==> config.mk <==
export PLATFORM = sky130hd
export DESIGN_NAME = controller_led_tx_flat
export DESIGN_NICKNAME = d
export VERILOG_FILES = /design/src/rtl/controller_led_tx_if.sv /design/src/rtl/controller_led_tx.sv /design/src/flat_wrapper.sv
export SDC_FILE = /design/constraint.sdc
export NUM_CORES = 1
export LEC_CHECK = 0
export BUFFER_PORTS_ARGS = -buffer_cell sky130_fd_sc_hd__buf_2
export CORE_UTILIZATION = 50
export DETAILED_ROUTE_END_ITERATION = 8
export HOLD_SLACK_MARGIN = 0.15
export PLACE_DENSITY = 0.67
export SLEW_MARGIN = 20
export SYNTH_ARGS = -nofsm -noshare
export SYNTH_HDL_FRONTEND = slang
export SYNTH_SLANG_ARGS = --single-unit
==> constraint.sdc <==
create_clock -name clk -period 5.3 [get_ports clk]
set_input_delay 0.53 -clock clk [delete_from_list [all_inputs] [get_ports clk]]
set_output_delay 0.53 -clock clk [all_outputs]
set_load 0.01 [all_outputs]
==> src/rtl/controller_led_tx_if.sv <==
// Write port from the game logic plus the serial LED link to the player boards.
interface controller_led_tx_if;
    logic       wr_en;
    logic [1:0] wr_player;
    logic [7:0] wr_data;
    logic       led_sclk;
    logic       led_sdata;
    logic       led_latch;
    logic       busy;

    modport master (
        output wr_en, wr_player, wr_data,
        input  led_sclk, led_sdata, led_latch, busy
    );

    modport slave (
        input  wr_en, wr_player, wr_data,
        output led_sclk, led_sdata, led_latch, busy
    );
endinterface

==> src/rtl/controller_led_tx.sv <==
// Player LED feedback driver: four shadow bytes serialised MSB first (p4..p1)
// onto a daisy-chained shift-register link with sclk, data and latch.
module controller_led_tx #(
    parameter int DIV     = 25,
    parameter int REFRESH = 0
) (
    input  logic                 clk,
    input  logic                 rst,
    controller_led_tx_if.slave   bus
);

    localparam int DW = (DIV > 1) ? $clog2(DIV) : 1;
    localparam int IW = (REFRESH > 0) ? $clog2(REFRESH + 1) : 1;
    localparam logic [DW-1:0] DIV_LAST = DW'(DIV - 1);
    localparam logic [IW-1:0] REF_MAX  = IW'(REFRESH);
    localparam bit            REF_ON   = (REFRESH != 0);

    typedef enum logic [2:0] {
        IDLE  = 3'd0,
        LOAD  = 3'd1,
        SLOW  = 3'd2,
        SHIGH = 3'd3,
        LATCH = 3'd4
    } state_t;

    state_t        state_r;
    logic [7:0]    shadow_r [0:3];
    logic          dirty_r;
    logic [31:0]   shift_r;
    logic [4:0]    bit_cnt_r;
    logic [DW-1:0] div_cnt_r;
    logic [IW-1:0] idle_cnt_r;
    logic          sclk_r;
    logic          sdata_r;
    logic          latch_r;
    logic          busy_r;
    logic          refresh_due_s;

    // Automatic resend is due once the idle counter has saturated.
    always_comb begin
        refresh_due_s = 1'b0;
        if (REF_ON && (idle_cnt_r == REF_MAX)) begin
            refresh_due_s = 1'b1;
        end else begin
            refresh_due_s = 1'b0;
        end
    end

    // Shadow bytes accept writes at any time; the frame in flight uses its own snapshot.
    always_ff @(posedge clk) begin
        if (rst) begin
            for (int i = 0; i < 4; i++) begin
                shadow_r[i] <= 8'h00;
            end
        end else if (bus.wr_en) begin
            shadow_r[bus.wr_player] <= bus.wr_data;
        end
    end

    // Frame sequencer with registered link outputs.
    always_ff @(posedge clk) begin
        if (rst) begin
            state_r    <= IDLE;
            dirty_r    <= 1'b1;
            shift_r    <= 32'h0000_0000;
            bit_cnt_r  <= 5'd0;
            div_cnt_r  <= '0;
            idle_cnt_r <= '0;
            sclk_r     <= 1'b0;
            sdata_r    <= 1'b0;
            latch_r    <= 1'b0;
            busy_r     <= 1'b0;
        end else begin
            if (bus.wr_en) begin
                dirty_r <= 1'b1;
            end
            case (state_r)
                IDLE: begin
                    if (dirty_r || refresh_due_s) begin
                        state_r    <= LOAD;
                        busy_r     <= 1'b1;
                        idle_cnt_r <= '0;
                    end else if (idle_cnt_r != REF_MAX) begin
                        idle_cnt_r <= idle_cnt_r + IW'(1);
                    end
                end
                LOAD: begin
                    // A write landing on this cycle misses the snapshot, so keep dirty for it.
                    dirty_r   <= bus.wr_en;
                    shift_r   <= {shadow_r[3], shadow_r[2], shadow_r[1], shadow_r[0]};
                    bit_cnt_r <= 5'd31;
                    div_cnt_r <= DIV_LAST;
                    sclk_r    <= 1'b0;
                    sdata_r   <= shadow_r[3][7];
                    state_r   <= SLOW;
                end
                SLOW: begin
                    if (div_cnt_r == '0) begin
                        state_r   <= SHIGH;
                        sclk_r    <= 1'b1;
                        div_cnt_r <= DIV_LAST;
                    end else begin
                        div_cnt_r <= div_cnt_r - DW'(1);
                    end
                end
                SHIGH: begin
                    if (div_cnt_r != '0) begin
                        div_cnt_r <= div_cnt_r - DW'(1);
                    end else if (bit_cnt_r == 5'd0) begin
                        state_r   <= LATCH;
                        sclk_r    <= 1'b0;
                        latch_r   <= 1'b1;
                        div_cnt_r <= DIV_LAST;
                    end else begin
                        state_r   <= SLOW;
                        sclk_r    <= 1'b0;
                        shift_r   <= {shift_r[30:0], 1'b0};
                        sdata_r   <= shift_r[30];
                        bit_cnt_r <= bit_cnt_r - 5'd1;
                        div_cnt_r <= DIV_LAST;
                    end
                end
                LATCH: begin
                    if (div_cnt_r == '0) begin
                        state_r    <= IDLE;
                        latch_r    <= 1'b0;
                        busy_r     <= 1'b0;
                        idle_cnt_r <= '0;
                    end else begin
                        div_cnt_r <= div_cnt_r - DW'(1);
                    end
                end
                default: begin
                    state_r    <= IDLE;
                    dirty_r    <= 1'b1;
                    sclk_r     <= 1'b0;
                    latch_r    <= 1'b0;
                    busy_r     <= 1'b0;
                    idle_cnt_r <= '0;
                end
            endcase
        end
    end

    assign bus.led_sclk  = sclk_r;
    assign bus.led_sdata = sdata_r;
    assign bus.led_latch = latch_r;
    assign bus.busy      = busy_r;

endmodule

==> src/flat_wrapper.sv <==
// flat-port wrapper written by rule: the top's interface ports become plain ports
module controller_led_tx_flat 
#(
    parameter int DIV     = 25,
    parameter int REFRESH = 0
)
  (clk, rst, bus_wr_en, bus_wr_player, bus_wr_data, bus_led_sclk, bus_led_sdata, bus_led_latch, bus_busy);
  controller_led_tx_if bus_i ();
  input  logic clk;
  input  logic rst;
  input wire logic [$bits(bus_i.wr_en)-1:0] bus_wr_en;
  input wire logic [$bits(bus_i.wr_player)-1:0] bus_wr_player;
  input wire logic [$bits(bus_i.wr_data)-1:0] bus_wr_data;
  output wire logic [$bits(bus_i.led_sclk)-1:0] bus_led_sclk;
  output wire logic [$bits(bus_i.led_sdata)-1:0] bus_led_sdata;
  output wire logic [$bits(bus_i.led_latch)-1:0] bus_led_latch;
  output wire logic [$bits(bus_i.busy)-1:0] bus_busy;
  assign bus_i.wr_en = bus_wr_en;
  assign bus_i.wr_player = bus_wr_player;
  assign bus_i.wr_data = bus_wr_data;
  assign bus_led_sclk = bus_i.led_sclk;
  assign bus_led_sdata = bus_i.led_sdata;
  assign bus_led_latch = bus_i.led_latch;
  assign bus_busy = bus_i.busy;
  controller_led_tx #(.DIV(DIV), .REFRESH(REFRESH)) u_core (.clk(clk), .rst(rst), .bus(bus_i));
endmodule
* After elaboration in Yosys (flattened, before gate mapping)
Memory sizes are Yosys's and may differ from the RTL's.
Cells that the tools add are included.
** Word-level totals
- Register bits after elaboration :: 49
- Bits in writable memories :: 32
- Logic and storage cells :: 82
- Memories :: 1
** Memory list
- u_core.shadow_r :: words 4, bits a word 8, rd ports 4, clocked after Yosys merged registers in 0, wr ports 4, line controller_led_tx.sv:27 : logic [7:0] shadow_r [0:3];
** Cells by class
- Add/sub/neg operators :: 2
- Equal/unequal tests :: 12
- Mux-type cells :: 38
- Bitwise gates (word level) :: 3
- Reduce and logical (&&, ||, !) cells :: 17
** Operator list (count)
- $mux 31 :: 2
- $pmux 31 s2 :: 1
- $mux 5 :: 5
- $pmux 5 s4 :: 1
- $mux 1 :: 15
- $mux 3 :: 5
- $pmux 3 s5 :: 1
- $logic_not 5->1 :: 2
- $ne 2x1->1 const B :: 5
- $pmux 5 s2 :: 1
- $sub 5x1->5 const B :: 2
- $pmux 1 s3 :: 3
- $reduce_and 3->1 :: 3
- $mux 8 :: 1
- $reduce_and 4->1 :: 2
- $reduce_or 8->1 :: 1
- $eq 3x2->1 const B :: 2
- $ne 2x2->1 const B :: 3
- $reduce_or 3->1 :: 2
- $reduce_bool 5->1 :: 1
- $pmux 1 s2 :: 2
- $reduce_bool 4->1 :: 1
- $reduce_or 4->1 :: 1
- $eq 3x1->1 const B :: 1
- 7 further kinds :: 9

* Depth between registers and ports, before layout
Gate-level depths: netlist of the first run.
- Depth in word-level cells :: 5
- Gate-level depth with buffers :: 8

* Least setup slack after synthesis of the first run
OpenSTA, ideal clock, no wires.
- Path type :: input -> register
- Start point :: input port rst
- End point :: memory u_core.shadow_r[1][0], enable pin
- Data arrival time :: 1.560 ns
- Setup slack :: 3.430 ns
- Cell stages on the path :: 4
- Buffers on the path :: 1
- Path through :: clkbuf_1 -> nand2b_1 -> nor3b_1 -> or2_2
** RTL lines
- from (decl) :: line flat_wrapper.sv:10 : input logic rst;
- to (decl) :: line controller_led_tx.sv:27

* Worst setup path after layout of the first run
- Start point :: register u_core.state_r[2]
- End point :: register u_core.shift_r[4]
** Between the ends
- Word-level cells in the longest chain between the ends :: 3
- Elaborated cells on any way between the ends :: 7
- Those cells by class :: 4 x eq/ne; 1 x mux; 2 x reduce/logical
** RTL lines
- from (decl) :: line controller_led_tx.sv:26 : state_t state_r;
- from (signal assigned) :: line controller_led_tx.sv:63 : state_r <= IDLE;
- from (signal assigned) :: line controller_led_tx.sv:80 : state_r <= LOAD;
- from (signal assigned) :: line controller_led_tx.sv:95 : state_r <= SLOW;
- $eq 3x2->1 or $eq 3x1->1 (tied branches) :: line controller_led_tx.sv:77 : case (state_r)
- $ne 2x2->1 (no line) or $reduce_bool 2->1 (tied branches)
- $reduce_and 3->1 (no line)
- to (signal assigned) :: line controller_led_tx.sv:90 : shift_r <= {shadow_r[3], shadow_r[2], shadow_r[1], shadow_r[0]};
- to (signal assigned) :: line controller_led_tx.sv:117 : shift_r <= {shift_r[30:0], 1'b0};
- to (decl) :: line controller_led_tx.sv:29 : logic [31:0] shift_r;
Several ways; a longest one is shown, not always the timed one.
A chain may end at the register's enable or synchronous reset.

==> results of run 1 <==
[worst register-to-register path, stage by stage, from the launching register on]
cell and delay, ns:
dfxtp_1 0.74, nand2b_2 0.94, buf_4 0.47, nor3b_1 0.13
a21oi_1 0.15, a21oi_1 0.08
[state kept, by name, summed over array words and instances (netlist names)]
name / cells
u_core.bus.busy: 1
u_core.shift_r: 31
u_core.shadow_r: 32
u_core.dirty_r: 1
u_core.state_r: 3
u_core.bus.led_latch: 1
u_core.bus.led_sclk: 1
u_core.bus.led_sdata: 1
u_core.div_cnt_r: 5
u_core.bit_cnt_r: 5
[worst paths after layout]
check | startpoint | slack (ns) | endpoint
worst max-delay path | u_core.state_r[2] | 2.64 | u_core.shift_r[4]
worst min-delay path | u_core.bus.led_latch | 0.48 | u_core.bus.led_latch
worst max register to register | u_core.state_r[2] | 2.64 | u_core.shift_r[4]
worst min register to register | u_core.bus.led_latch | 0.48 | u_core.bus.led_latch
[synthesized netlist by cell type, drive strengths merged, types with 2 or more instances]
cell type    n  area (µm²)
mux2i        2        20.0
nand3        4        20.0
o21ai        6        30.0
nor2        43         161
nand4        4        25.0
inv          4        15.0
a31oi        3        18.8
a21oi      128         641
ha           2        25.0
nand2b       5        31.3
a221oi       3        26.3
buf         11        55.1
and2        35         219
a211oi       6        45.0
or4b         2        20.0
nor3         7        35.0
nor4b        2        32.5
a2bb2oi      2        17.5
clkbuf      33         124
or2          3        18.8
edfxtp      32         961
nor2b        3        18.8
a41oi        2        17.5
nand2       39         146
dfxtp       49         981
nor3b       33         248
[cell families (layout without fill, tap and decap cells)]
kind of cell	Yosys count	after routing	synth area share, %
simple gates	183	183	24.5
compound gates	161	161	21.7
flops	81	81	47.6
buf+inv	48	41	4.75
fa+ha+maj	2	2	0.613
xor+xnor	2	2	0.429
mux	2	2	0.490
[cell type report]
class	instances	area share, %
Clock buffer	9	2.83
Clock inverter	7	2.15
Inverter	4	0.344
Multi-Input combinational cell	350	44.6
Sequential cell	81	44.5
Tap cell	102	2.92
Timing Repair Buffer	21	2.69
[power breakdown]
part / switching (mW) / internal [mW]
Clock: 0.234 / 0.265
Sequential: 0.0998 / 0.770
Combinational: 0.659 / 0.309
[layer usage]
metal / global-route usage [%] / vias up / part of all wire, % / wire, µm
met5: 0 / - / 0 / 0
met3: 3.45 / 7 / 3.7 / 326
met4: 8.59 / 0 / 1.4 / 119
met1: 32.5 / 1576 / 49 / 4260
met2: 30.8 / 72 / 46 / 4030
li1: - / 1678 / - / -
==> metrics.md, run 1 <==
| Metric | Value |
|---|---|
| CP top delay family | simple AND/OR/NAND/NOR gates |
| Detailed Place HPWL | 5190 µm |
| Clock Path Buffers | 2 |
| Hold WS | 0.476 ns |
| Fmax | 376 MHz |
| Post-route cell area | about 4400 µm² |
| P_leak | 1.47 nW |
| Peak VDD IR | 0.204 mV |
| Asr flop ratio synth | 0% |
| GRT overflow | 0 |
| Critical Path RT | 5.49 ns |
| Vias in the first global route | 2863 |
| Most common cell on crit path | a21oi_1 |
| Worst hold path class | flop to flop |
| CTS tree | yes |
| Die width | 92.4 µm |
| Hold Path Stages | 1 |
| Worst path depth | 5 |
| Final worst slack | approximately 2.6 ns |
| Power per cell area | about 530 nW/µm² |
| Worst path bufs/invs | 1 |
| Most frequent cells in the layout | a21oi_1 (128), dfxtp_1 (48), nor2_1 (43) |
| Worst-path clk slew | ~0.090 ns |
| Clock root buffer | clkbuf_8 |
| Multi-input gate area | 1950 µm² |
| TritonCTS buffer count | 9 |
| Core Area | 7810 µm² |
| Post-route ant nets | 0 |
| Clock Skew | approximately 0.011 ns |
| Row count | 32 |
| Placed cells | 558 |
| CP peak stage delay | 0.94 ns |
| Area growth syn-to-layout | 7.05% |
| Synth cell types | 47 |
| Drt via density | between 5 and 6 |
| Endpoints failing setup | 0 |
| Mapped Nets | 494 |
| I/O Pins | 17 |
| Pre-antenna DRT Iters | 5 |
| Synth Flop Type | dfxtp_1 |
| Mapped Cells | 479 |
| # Max-Cap Violations | 0 |
| Layout cells sized above 1 | a little under 10% |
| Status | finished, final reports clean |
| Unrepaired setup endpoints after global routing | no |
| Final core occ | 56.0% |
| Tot GR Track Use | 21.6% |
| Seq cells post-synth | between 80 and 90 |
| Chip height | a little over 90 µm |
| Crit share post-route | 50.2% |
| Number of synthesis warnings | 0 |
| Antenna diode count | 0 |
| Number of flops mapped to enable cells by yosys | 32 |
| Via count | 3333 |
| Non-filler cells, final | 574 |
| H-tree depth | 3 |
| WS Path Type | flop to flop |
| GP Congestion | around 0.75 |
| Post-cts repair resize count | 0 |
| Pwr Total | 2.34 mW |
| CP Cell Sequence | nand2b_2, buf_4, nor3b_1, a21oi_1, a21oi_1 |
| Mapped Avg Cell Area | 8.52 µm² |
| Largest net degree at the start of global routing | 75 |
| Buffers on Ports | 16 |
| Sequential area share after synthesis | between 40% and 50% |
| Endpoints failing hold | 0 |
| Crit end category | flop |
| Hold Buf Count CTS | 0 |
| Worst-skew pair later-pin latency | 0.35 ns |
| Min cycle time layout | 2.66 ns |
| WL per Instance | between 15 and 20 µm |
| Crit path max fanout | 59 |
| Drt initial violations | 359 |
| FF+latch area | around 1900 µm² |
| CP arrival | about 2.9 ns |
| CP max stage cell | nand2b_2 |
| Transition time of the tightest slew-check pin | approximately 1.0 ns |
| Reg2reg path depth | 5 |
| Slew Limit Fails | 0 |
| # Post-CTS Setup Buffers | 0 |
| Worst setup SP type | flop |
| Die area | 8530 µm² |
| Final layout net count | between 400 and 500 |
| Initial antenna violation count | 0 |
| Final WL | 8740 µm |
| Global-route wire length before repair | about 14000 µm |
| CTS Sinks | 81 |
| Initial Utilization | 52.3% |
| Post-route DRC violation count | 0 |
| Slew HR | around 30% |
| Post-place setup slack | about 2.6 ns |
| Cell area after synthesis | between 4000 and 5000 µm² |
| FILL cells | slightly above 700 |
| Area after DPL | 4150 µm² |
| Setup TNS | 0 ns |
| Commonest non-fill, non-tap cell in the layout | a21oi_1 |
Note: power is estimated with default switching activity, not from simulation.
==> run 2, diff against run 1 <==
--- a/config.mk
+++ b/config.mk
@@ -9,7 +9,7 @@
 export CORE_UTILIZATION = 50
 export DETAILED_ROUTE_END_ITERATION = 8
 export HOLD_SLACK_MARGIN = 0.15
-export PLACE_DENSITY = 0.67
+export PLACE_DENSITY = 0.69
 export SLEW_MARGIN = 20
 export SYNTH_ARGS = -nofsm -noshare
 export SYNTH_HDL_FRONTEND = slang
==> constraint.sdc (replaced) <==
create_clock -name clk -period 2.3 [get_ports clk]
set_input_delay 0.23 -clock clk [delete_from_list [all_inputs] [get_ports clk]]
set_output_delay 0.23 -clock clk [all_outputs]
set_load 0.01 [all_outputs]
==> run 2 against run 1 <==
  * Sequential share of layout area fell by 0.40 points
  * Combinational power is 140% higher
  * Core utilization rose by 0.51 points
  * Clock skew decreased by 0.0052 ns
  * Routed wire length rose by 2.5%
  * Cell count grew 1.4%
==> metrics.md, run 2 (synthesis gave the netlist of run 1 again) <==
| Metric | Value |
|---|---|
| # Max-Cap Violations | 0 (unchanged) |
| Slew HR | 49.2% (+19 points) |
| Die area | 8530 µm² (unchanged) |
| Slew Limit Fails | 0 (unchanged) |
| Drt via density | 5.72 (-1.5%) |
| CP arrival | 2.36 ns (-0.49 ns) |
| Tot GR Track Use | 22.1% (+0.49 points) |
| Max FFs per register | 32 (unchanged) |
| Endpoints failing hold | 0 (unchanged) |
| CP Cell Sequence | inv_1, ha_1, nor4b_4, buf_4, buf_4, mux2i_1, o22a_1, nor3_1 |
| CP max stage cell | dfxtp_1 |
| Crit end category | flop |
| Worst-path clk slew | 0.09 ns (about the same) |
| Multi-input gate area | 1950 µm² (unchanged) |
| Worst setup SP type | flop |
| Die width | 92.4 µm (unchanged) |
| Min cycle time layout | 2.07 ns (-0.587 ns) |
| Chip height | 92.4 µm (unchanged) |
| Drt initial violations | 282 (-21%) |
| Final WL | 8950 µm (+2.5%) |
| Final layout net count | 490 (+1.7%) |
| WS Path Type | flop to flop |
| CTS Sinks | 81 (unchanged) |
| Post-cts repair resize count | 0 (unchanged) |
| Row count | 32 (unchanged) |
| Commonest non-fill, non-tap cell in the layout | a21oi_1 |
| H-tree depth | 3 (unchanged) |
| Post-route ant nets | 0 (unchanged) |
| WL per Instance | 15.4 µm (+1.1%) |
| Pre-antenna DRT Iters | 4 (-1) |
| Detailed Place HPWL | 5670 µm (+9.3%) |
| Peak VDD IR | 0.518 mV (+150%) |
| Fmax | 482 MHz (+28%) |
| I/O Pins | 17 (unchanged) |
| Hold Buf Count CTS | 1 (+1) |
| Setup TNS | 0 ns (unchanged) |
| GRT overflow | 0 (unchanged) |
| Critical Path RT | 2.59 ns (-2.90 ns) |
| Unrepaired setup endpoints after global routing | no |
| CP peak stage delay | 0.35 ns (-0.59 ns) |
| TritonCTS buffer count | 9 (unchanged) |
| P_leak | 1.51 nW (+2.3%) |
| Largest Register | u_core.shadow_r |
| FF+latch area | 1940 µm² (unchanged) |
| Final worst slack | 0.227 ns (-2.41 ns) |
| Worst-skew pair later-pin latency | 0.35 ns (about the same) |
| Core Area | 7810 µm² (unchanged) |
| Registers with the most flip-flops | u_core.shadow_r x32, u_core.shift_r x31 |
| Endpoints failing setup | 0 (unchanged) |
| Post-route DRC violation count | 0 (unchanged) |
| Clock Skew | 0.00591 ns (-0.00523 ns) |
| FILL cells | 737 (+1.4%) |
| Crit path max fanout | 23 (-61%) |
| Layout cells sized above 1 | 10.8% (+1.1 points) |
| Worst hold path class | primary input to flop |
| Status | finished, final reports clean |
| CTS tree | yes |
| Clock Path Buffers | 2 (unchanged) |
| Most frequent cells in the layout | a21oi_1 (128), dfxtp_1 (48), nor2_1 (43) |
| GP Congestion | 0.746 (-0.36%) |
| Area growth syn-to-layout | 8.03% |
| Clock root buffer | clkbuf_8 |
| Via count | 3329 (-0.12%) |
| Initial antenna violation count | 0 (unchanged) |
| Buffers on Ports | 16 (unchanged) |
| CP top delay family | buffers and inverters |
| # Post-CTS Setup Buffers | 0 (unchanged) |
| Largest net degree at the start of global routing | 95 (+27%) |
| Antenna diode count | 0 (unchanged) |
| Post-place setup slack | 0.241 ns (-2.40 ns) |
| Global-route wire length before repair | 14800 µm (+2.8%) |
| Most common cell on crit path | buf_4 |
| Power per cell area | 1210 nW/µm² (+130%) |
| Crit share post-route | 90.1% (+40 points) |
| Worst path bufs/invs | 3 (+2) |
| Transition time of the tightest slew-check pin | 0.761 ns (-0.286 ns) |
| Vias in the first global route | 3003 (+4.9%) |
| Initial Utilization | 52.3% (unchanged) |
-- run 2: cell types whose count changed in the layout (fill, tap and decap cells not counted), sizes merged --
cell         delta
buf             +7
clkinvlp        -2
bufinv          -2
inv             +4
dlygate4sd3     +1
-- run 2: routing by layer --
metal / routed length [µm] / track usage [%] / part of all wire, %
met1: 4240 / 29.7 / 47
met2: 4290 / 35.5 / 48
met3: 314 / 4.76 / 3.5
met4: 112 / 7.03 / 1.3
met5: 0 / 0 / 0
-- run 2: metrics by stage --
step	power, mW	area [µm²]	util (%)	cells	hold slack [ns]
2_1_floorplan	3.81	4080	-	479	0.327
3_3_place_gp	4.30	4220	54.0	565	0.466
3_5_place_dp	4.35	4220	54.0	565	0.465
4_1_cts	5.33	4410	56.5	582	0.191
5_1_grt	5.68	4410	56.5	582	0.197
6_report	5.33	4410	56.5	582	0.207
-- run 2: report_power, final --
part | internal [mW] | total [mW] | switching [mW]
clock | 0.414 | 0.984 | 0.571
combinational | 0.797 | 2.31 | 1.52
sequential | 1.77 | 2.03 | 0.257
total | 2.98 | 5.33 | 2.34
-- run 2: layout make-up --
cell class | instances | area share (%)
Clock buffer | 9 | 2.81
Clock inverter | 7 | 1.33
Inverter | 4 | 0.340
Multi-Input combinational cell | 350 | 44.2
Sequential cell | 81 | 44.1
Tap cell | 102 | 2.89
Timing Repair Buffer | 29 | 4.37
-- run 2: path summary, 6_finish.rpt --
kind	to	cells past startpoint	startpoint	slack (ns)
setup reg to reg	u_core.state_r[0]	8	u_core.div_cnt_r[0]	0.23
setup / recovery	u_core.state_r[0]	8	u_core.div_cnt_r[0]	0.23
hold reg to reg	u_core.bus.led_latch	1	u_core.bus.led_latch	0.48
hold / removal	u_core.shadow_r[3][7]	2	bus_wr_data[7]	0.21
-- run 2: worst register-to-register path: cells and delay by family, from the launching register on --
kind                     cells  cell delay (ns)
adder cells (fa/ha/maj)      1             0.24
AO/OA/AOI/OAI                1             0.18
buffers and inverters        3             0.72
flip-flops                   1             0.35
AND/OR/NAND/NOR              2             0.38
multiplexers                 1             0.12
==> run 3, diff against run 2 <==
--- a/config.mk
+++ b/config.mk
@@ -5,11 +5,13 @@
 export SDC_FILE = /design/constraint.sdc
 export NUM_CORES = 1
 export LEC_CHECK = 0
+export ABC_AREA = 1
 export BUFFER_PORTS_ARGS = -buffer_cell sky130_fd_sc_hd__buf_2
+export CORE_MARGIN = 2
 export CORE_UTILIZATION = 50
 export DETAILED_ROUTE_END_ITERATION = 8
 export HOLD_SLACK_MARGIN = 0.15
-export PLACE_DENSITY = 0.69
+export PLACE_DENSITY = 0.7
 export SLEW_MARGIN = 20
 export SYNTH_ARGS = -nofsm -noshare
 export SYNTH_HDL_FRONTEND = slang
==> run 3 against run 2 <==
  * Die area fell by 4.5%
  * Via count fell by 11%
  * Cell count rose by 2.1%
  * Fmax rose by 14%
  * Critical path depth fell by 1
  * Worst setup slack improved by 0.26 ns
  * Global-route usage fell by 2.4 points
  * Core utilization fell by 0.94 points
  * Sequential share of layout area rose by 4.4 points
  * Count of clock-buffer cells in the layout did not move
  * First-iteration DRC count fell by 46%
  * Critical endpoint is now u_core.shift_r[20]
  * Highest routed layer unchanged
==> metrics.md, run 3 <==
| Metric | Value |
|---|---|
| Status | finished, final reports clean |
| Antenna diode count | 0 (unchanged) |
| Pwr Total | 4.55 mW (-15%) |
| Endpoints failing hold | 0 (unchanged) |
| Crit share post-route | 78.9% (-11 points) |
| Sequential area share after synthesis | 52.2% (+4.6 points) |
| CP arrival | 2.09 ns (-0.27 ns) |
| Mapped Cells | 479 (unchanged) |
| Area after DPL | 3830 µm² (-9.2%) |
| Synth cell count leaders | nand2_1 (174), dfxtp_1 (49), a21oi_1 (45), nor2_1 (45), nand3_1 (44) |
| Cell with the most instances after synthesis | nand2_1 |
| Clock Skew | 0.00919 ns (+0.00328 ns) |
| CTS Sinks | 81 (unchanged) |
| # Post-CTS Setup Buffers | 0 (unchanged) |
| Share of the synthesized area in the top cell type | 26.4% (+2.3 points) |
| Peak VDD IR | 0.373 mV (-28%) |
| H-tree depth | 3 (unchanged) |
| # Max-Cap Violations | 0 (unchanged) |
| Worst hold path class | primary input to flop |
| Fmax | 551 MHz (+14%) |
| Post-route ant nets | 0 (unchanged) |
| Post-place setup slack | 0.501 ns (+0.260 ns) |
| Worst-path clk slew | 0.09 ns (about the same) |
| Worst-skew pair later-pin latency | 0.35 ns (about the same) |
| Core Area | 7210 µm² (-7.6%) |
| Power per cell area | 1140 nW/µm² (-6.0%) |
| P_leak | 1.70 nW (+13%) |
| Number of flops mapped to enable cells by yosys | 32 (unchanged) |
| Post-cts repair resize count | 0 (unchanged) |
| WL per Instance | 12.5 µm (-19%) |
| Global-route wire length before repair | 13000 µm (-12%) |
| Critical Path RT | 2.58 ns (about the same) |
| Cell area after synthesis | 3720 µm² (-8.9%) |
| FILL cells | 705 (-4.3%) |
| Mapped Nets | 494 (unchanged) |
| Vias in the first global route | 2768 (-7.8%) |
| Non-filler cells, final | 594 (+2.1%) |
| Top cells by area, synth | dfxtp_1 (26%), edfxtp_1 (26%), nand2_1 (18%) |
| Number of synthesis warnings | 0 (unchanged) |
| Asr flop ratio synth | 0% (unchanged) |
| Post-route cell area | 4010 µm² (-9.1%) |
| Max FFs per register | 32 (unchanged) |
| GP Congestion | 0.809 (+8.3%) |
| Pre-antenna DRT Iters | 5 (+1) |
| WS Path Type | flop to flop |
| Placed cells | 578 (+2.3%) |
| Slew Limit Fails | 0 (unchanged) |
| Die area | 8150 µm² (-4.5%) |
| Buffers on Ports | 16 (unchanged) |
| Endpoints failing setup | 0 (unchanged) |
| Hold Buf Count CTS | 0 (-1) |
| Synth cell types | 28 (-40%) |
| Layout cells sized above 1 | 9.90% (-0.93 points) |
| Via count | 2977 (-11%) |
| Chip height | 90.3 µm (-2.3%) |
| Initial Utilization | 51.6% (-0.71 points) |
| Detailed Place HPWL | 5000 µm (-12%) |
| Unrepaired setup endpoints after global routing | no |
| Drt initial violations | 153 (-46%) |
| Commonest non-fill, non-tap cell in the layout | nand2_1 |
| Seq cells post-synth | 81 (unchanged) |
| Final worst slack | 0.486 ns (+0.259 ns) |
| CTS tree | yes |
| Post-route DRC violation count | 0 (unchanged) |
| Registers with the most flip-flops | u_core.shadow_r x32, u_core.shift_r x31 |
| Largest net degree at the start of global routing | 37 (-61%) |
| Multi-input gate area | 1490 µm² (-23%) |
| Clock root buffer | clkbuf_8 |
| Yosys top cell by area | dfxtp_1 |
| Crit path max fanout | 31 (+35%) |
| Die width | 90.3 µm (-2.3%) |
| Transition time of the tightest slew-check pin | 0.390 ns (-0.371 ns) |
| Min cycle time layout | 1.81 ns (-0.259 ns) |
| Crit end category | flop |
| Row count | 31 (-3.1%) |
| Area growth syn-to-layout | 7.70% |
| Mapped Avg Cell Area | 7.77 µm² (-8.9%) |
| Slew HR | 74.0% (+25 points) |
| Hold WS | 0.175 ns (-0.0321 ns) |
| Drt via density | 5.01 (-12%) |
| Tot GR Track Use | 19.7% (-2.4 points) |
| Final core occ | 55.5% (-0.94 points) |
| Clock Path Buffers | 2 (unchanged) |
| Setup TNS | 0 ns (unchanged) |
| Final WL | 7430 µm (-17%) |
| I/O Pins | 17 (unchanged) |
| Final layout net count | 505 (+3.1%) |
| Largest Register | u_core.shadow_r |
| GRT overflow | 0 (unchanged) |
| Initial antenna violation count | 0 (unchanged) |
| FF+latch area | 1940 µm² (about the same) |
| Synth Flop Type | dfxtp_1 |
| Most frequent cells in the layout | nand2_1 (174), dfxtp_1 (49), nor2_1 (45), a21oi_1 (45), nand3_1 (44) |
| Worst setup SP type | flop |
| TritonCTS buffer count | 9 (unchanged) |
[run 3: cell types whose count changed after synthesis, sizes merged, moves of 29 or more]
cell   change
a21oi     -83
nor3b     -33
inv       +29
nand2    +137
and2      -35
nand3     +42
[run 3: power breakdown]
part | leakage (nW) | switching (mW) | internal [mW]
clock network | 0.0803 | 0.544 | 0.399
logic | 0.909 | 1.06 | 0.534
registers | 0.713 | 0.202 | 1.81
[run 3: final timing paths]
check | from | endpoint | slack (ns) | cells after the start
max | u_core.div_cnt_r[0] | u_core.shift_r[20] | 0.49 | 7
min | rst | u_core.shift_r[5] | 0.18 | 2
max reg2reg | u_core.div_cnt_r[0] | u_core.shift_r[20] | 0.49 | 7
min reg2reg | u_core.bus.led_latch | u_core.bus.led_latch | 0.45 | 2
[run 3: critical path, stage by stage, from the launching register on]
cell	delay, ns
dfxtp_1	0.32
inv_1	0.10
ha_1	0.22
nand3_2	0.19
o21ai_4	0.26
buf_4	0.36
nand3_1	0.11
a21oi_1	0.17
[run 3: routing by layer]
| layer | global-route usage, % | wire (µm) | part of all wire [%] |
|---|---|---|---|
| met1 | 26.5 | 3570 | 48 |
| met3 | 4.01 | 309 | 4.2 |
| met5 | 0 | 0 | 0 |
| met2 | 31.8 | 3430 | 46 |
| met4 | 6.92 | 119 | 1.6 |
[run 3: cells by family after synthesis]
family,share of synthesized area (%)
AO/OA/AOI/OAI,8.07
buffers and inverters,7.67
flip-flops,52.2
adder cells (fa/ha/maj),0.672
AND/OR/NAND/NOR,31.4
[run 3: final cells by class]
class | count | share of cell area, %
Clock buffer | 9 | 3.09
Clock inverter | 7 | 1.31
Inverter | 35 | 3.28
Multi-Input combinational cell | 339 | 37.3
Sequential cell | 81 | 48.5
Tap cell | 99 | 3.09
Timing Repair Buffer | 24 | 3.50
